`config.mk`:
```
export PLATFORM = sky130hd
export DESIGN_NAME = mem_port_arbiter
export DESIGN_NICKNAME = d
export VERILOG_FILES = /design/src/rtl/mem_port_arbiter.sv
export SDC_FILE = /design/constraint.sdc
export NUM_CORES = 1
export LEC_CHECK = 0
export ABC_CLOCK_PERIOD_IN_PS = 5500
export BUFFER_PORTS_ARGS = -buffer_cell sky130_fd_sc_hd__buf_4
export CAP_MARGIN = 10
export CORE_AREA = 8 8 45 47
export DETAILED_ROUTE_END_ITERATION = 16
export DIE_AREA = 0 0 53 55
export PLACE_DENSITY_LB_ADDON = 0.12
export SKIP_CTS_REPAIR_TIMING = 1
export SYNTH_ARGS = -nofsm -noshare
export SYNTH_HDL_FRONTEND = slang
export SYNTH_SLANG_ARGS = --single-unit
```
`constraint.sdc`:
```
create_clock -name clk_i -period 5.5 [get_ports clk_i]
set_input_delay 0.825 -clock clk_i [delete_from_list [all_inputs] [get_ports clk_i]]
set_output_delay 0.825 -clock clk_i [all_outputs]
set_load 0.05 [all_outputs]
```
`src/rtl/mem_port_arbiter.sv`:
```
// Round-robin arbiter owning the select of a 4-requester shared memory port.
// Optional BUSY timeout is enabled by defining ARB_TIMEOUT_EN.
module mem_port_arbiter #(
    parameter int unsigned TIMEOUT_CYCLES = 255
) (
    input  logic       clk_i,
    input  logic       rst_ni,
    input  logic [3:0] req_i,
    output logic [3:0] grant_o,
    output logic [1:0] sel_o,
    output logic       bus_valid_o,
    input  logic       bus_ready_i,
    output logic [3:0] done_o,
    output logic [3:0] err_o,
    output logic       busy_o
);

    typedef enum logic {
        IDLE,
        BUSY
    } state_e;

    state_e     state_q, state_d;
    logic [3:0] grant_q, grant_d;
    logic [1:0] sel_q,   sel_d;
    logic [1:0] last_q,  last_d;

    logic [3:0] arb_req;
    logic [1:0] cand;
    logic [1:0] win_idx;
    logic       win_vld;
    logic       timeout_hit;
    logic       txn_end;
    logic       load_grant;

`ifdef ARB_TIMEOUT_EN
    localparam logic [15:0] TO_LIM = 16'(TIMEOUT_CYCLES);

    logic [15:0] cnt_q, cnt_d;

    assign timeout_hit = (state_q == BUSY) && (cnt_q == TO_LIM);
`else
    // Parameter is inert here; the reference only keeps it visibly consumed.
    assign timeout_hit = (TIMEOUT_CYCLES == 0) && 1'b0;
`endif

    // The just-served requester is excluded from the back-to-back decision.
    always_comb begin
        arb_req = req_i & ~((state_q == BUSY) ? grant_q : 4'b0000);
        win_vld = 1'b0;
        win_idx = last_q;
        cand    = last_q;
        for (int unsigned k = 1; k <= 4; k++) begin
            cand = last_q + k[1:0];
            if (!win_vld && arb_req[cand]) begin
                win_vld = 1'b1;
                win_idx = cand;
            end
        end
    end

    assign txn_end    = (state_q == BUSY) && (bus_ready_i || timeout_hit);
    assign load_grant = win_vld && ((state_q == IDLE) || txn_end);

    always_comb begin
        state_d = state_q;
        grant_d = grant_q;
        sel_d   = sel_q;
        last_d  = last_q;
`ifdef ARB_TIMEOUT_EN
        cnt_d   = cnt_q;
`endif
        if (load_grant) begin
            state_d = BUSY;
            grant_d = 4'b0001 << win_idx;
            sel_d   = win_idx;
            last_d  = win_idx;
        end else if (txn_end) begin
            state_d = IDLE;
            grant_d = '0;
        end
`ifdef ARB_TIMEOUT_EN
        if (load_grant) begin
            cnt_d = '0;
        end else if ((state_q == BUSY) && !txn_end) begin
            cnt_d = cnt_q + 16'd1;
        end
`endif
    end

    always_ff @(posedge clk_i or negedge rst_ni) begin
        if (!rst_ni) begin
            state_q <= IDLE;
            grant_q <= '0;
            sel_q   <= '0;
            last_q  <= '1;
`ifdef ARB_TIMEOUT_EN
            cnt_q   <= '0;
`endif
        end else begin
            state_q <= state_d;
            grant_q <= grant_d;
            sel_q   <= sel_d;
            last_q  <= last_d;
`ifdef ARB_TIMEOUT_EN
            cnt_q   <= cnt_d;
`endif
        end
    end

    assign grant_o     = grant_q;
    assign sel_o       = sel_q;
    assign bus_valid_o = (state_q == BUSY);
    assign busy_o      = bus_valid_o;
    assign done_o      = grant_q & {4{bus_valid_o & bus_ready_i}};
    assign err_o       = grant_q & {4{timeout_hit & ~bus_ready_i}};

endmodule

```
==> metrics.csv <==
stage,metric,value,unit
die,initial core utilization,47.6,%
global_routing,largest net degree at the start of global routing,18,
global_routing,met1 usage,12.8,%
logic_synthesis,area share of the largest cell type after synthesis,26.6,%
clock_tree,TritonCTS clock tree,done,
logic_synthesis,Post-synth EDFFs,0,
route,WL per Instance,14.3,um
global_routing,total track usage,11.8,%
power_and_ir_drop,clock share of power,9.6,%
logic_synthesis,cell taking the most area after synthesis,dfrtp_1,
die,chip height,55,um
global_routing,initial antenna violation count,0,
route,DRT iter0 DRCs,4,
power_and_ir_drop,Power Density,651,nW/um^2
logic_synthesis,"top cells by area, synth","dfrtp_1 (27%), dfstp_2 (8.0%), buf_4 (5.7%)",
layout,Diodes inserted,0,
sta,FMAX,467,MHz
power_and_ir_drop,static leakage,0.000389,uW
worst_setup_path,crit-path max FO,17,
die,Die W,53,um
global_routing,vias in the first global route,584,
sta,Final Skew,6.40,ps
sta,"Hold Vio Cnt, Final",0,
clock_tree,CTS Buffer Depth,2,
run_status,status,"finished, final reports clean",
power_and_ir_drop,Switching Fraction,52.7,%
clock_tree,Sink Count,9,
global_routing,global-route wire length before repair,2580,um
flow_run,number of max-cap violations,0,
placed_design,Port Buf Inserts,18,
placed_design,routability cong.,0.848,
layout,design area,797,um^2
logic_synthesis,Main synth FF type,dfrtp_1,
placed_design,detailed placement HPWL,1250,um
clock_tree,root buf cell,clkbuf_4,
power_and_ir_drop,VDD IR max,0.304,mV
power_and_ir_drop,Logic pwr share,62.4,%
die,boundary pin count,23,
power_and_ir_drop,Flop pwr share,28.0,%
power_and_ir_drop,switching pwr,274,uW
route,drt first pass iters,4,
power_and_ir_drop,Int Power,245,uW
logic_synthesis,sequential share of the synthesized area,34.6,%
global_routing,met2 GRT Util,20.1,%
sta,RSZ-0062 raised after global routing,no,
die,core area,1380,um^2
layout,Area Growth Syn to Fin,21.1,%
sta,Final min period,2140,ps
logic_synthesis,Yosys cell types,32,
logic_synthesis,Mapped Area,658,um^2
clock_tree,H-tree depth,1,
route,Via Count,600,
sta,period utilisation layout,38.9,%
sta,# setup viols final,0,
global_routing,met3 Use GR,3.48,%
sta,max_slew headroom,63.6,%
worst_setup_path,crit path DAT,1320,ps
sta,worst slew pin tran,542,ps
worst_hold_path,Hold/Removal Path Class,in -> async,
route,Post-DRT Antenna Nets,0,
worst_setup_path,crit path capture type,output pin,
global_routing,most used routing layer,met2,
sta,Final Slew Violations,0,
global_routing,total global routing overflow,0,
sta,setup TNS,0,ps
logic_synthesis,post-synthesis async set-or-reset flop share,100,%
route,drt drc,0,
placed_design,DP Area,771,um^2
route,WL final,1560,um
layout,share of layout cells above drive strength 1,33.3,%
worst_setup_path,WS Path Type,reg -> out,
logic_synthesis,syn_area_per_cell,8.78,um^2
logic_synthesis,Mapped Cells,75,
worst_setup_path,CP startpoint kind,flop,
die,row count,14,
route,Avg Vias per Cell,5.50,
die,die area,2920,um^2
layout,final net count,101,
clock_tree,"Clk Latency, worst-skew pair",260,ps
logic_synthesis,#FFs+latches synth,9,
clock_tree,clk slew on worst S/H paths,60,ps
worst_setup_path,Worst EP required,4680,ps
clock_tree,total CTS buffers,3,
logic_synthesis,number of synthesis warnings,0,
through the flow:
stage	util [%]	total power (uW)	setup WS, ps	cells	hold slack (ps)
floorplan	-	392	3230	78	529
global placement	55.7	468	3360	105	499
detailed placement	55.7	472	3300	105	501
CTS	57.6	523	3350	109	373
global route	57.6	555	3250	109	370
finish	57.6	519	3360	109	373
cell usage after synthesis, drive strengths merged, types with 3 or more instances:
library cell	count
a21oi	4
and3	4
buf	6
dfrtp	7
inv	5
mux2	3
nand2	9
nand2b	3
nor2	6
o21ai	3
o31ai	3
cell type report:
cell class,count,area (um^2)
fillers,137,587
multi-input cells,57,369
flip-flops and latches,9,228
repair buffers,18,135
clock buffers,4,26.3
well taps,16,20.0
inverters,5,18.8
path summary, 6_finish.rpt:
check / from / endpoint / slack (ps) / cells after the start
max in group asynchronous: rst_ni / last_q[0] / 4920 / 1
worst min register to register: sel_o[0] / sel_o[0] / 510 / 1
worst max register to register: bus_valid_o / grant_o[3] / 3640 / 4
worst max-delay path: bus_valid_o / done_o[1] / 3360 / 2
min in group clk_i: sel_o[0] / sel_o[0] / 510 / 1
worst min-delay path: rst_ni / sel_o[0] / 370 / 1
critical path, cell delays in order (launching register included):
cell and delay [ps]:
dfrtp_1 640, and3_1 230, buf_4 190
power by group through the flow:
stage / sequential [uW] / clock [uW] / combinational, uW
after floorplan: 207 / 0 / 184
after global placement: 146 / 0 / 322
after detailed placement: 146 / 0 / 326
after CTS: 145 / 50.8 / 327
after global routing: 151 / 55.2 / 349
final: 145 / 49.8 / 324
layer usage:
metal / wire length [um] / part of all wire [%] / vias up
met1: 661 / 42 / 278
met5: 0 / 0 / -
met2: 755 / 48 / 19
met3: 115 / 7.4 / 3
met4: 25 / 1.6 / 0
li1: - / - / 300
sequential cells by signal, indices dropped and copies added (netlist names):
register	count
last_q	2
bus_valid_o	1
sel_o	2
grant_o	4
layout by cell type (no fill, tap or decap):
cell type   n
a211oi_1    1
a211oi_2    1
a21bo_2     1
a21oi_1     4
a22o_1      2
a311oi_1    1
a31oi_2     1
and3_1      4
buf_4      18
clkbuf_1    1
clkbuf_4    3
conb_1      4
dfrtp_1     7
dfstp_2     2
inv_1       5
mux2_2      2
mux2_4      1
mux2i_1     1
nand2_1     9
nand2b_1    3
nand3_1     1
nand3b_1    1
nor2_1      6
nor2b_1     1
nor3_1      2
o211a_1     1
o211ai_1    1
o21ai_0     3
o221a_2     1
o221ai_1    2
o31ai_1     2
o31ai_2     1
cell families after synthesis:
logic type | count (synthesis) | share of synthesized area, %
compound gates | 22 | 27.0
buf+inv | 12 | 11.0
flops | 9 | 34.6
mux | 4 | 7.22
other cells | 1 | 0.570
simple gates | 27 | 19.6
No activity file was read; power rests on OpenSTA's default activity.
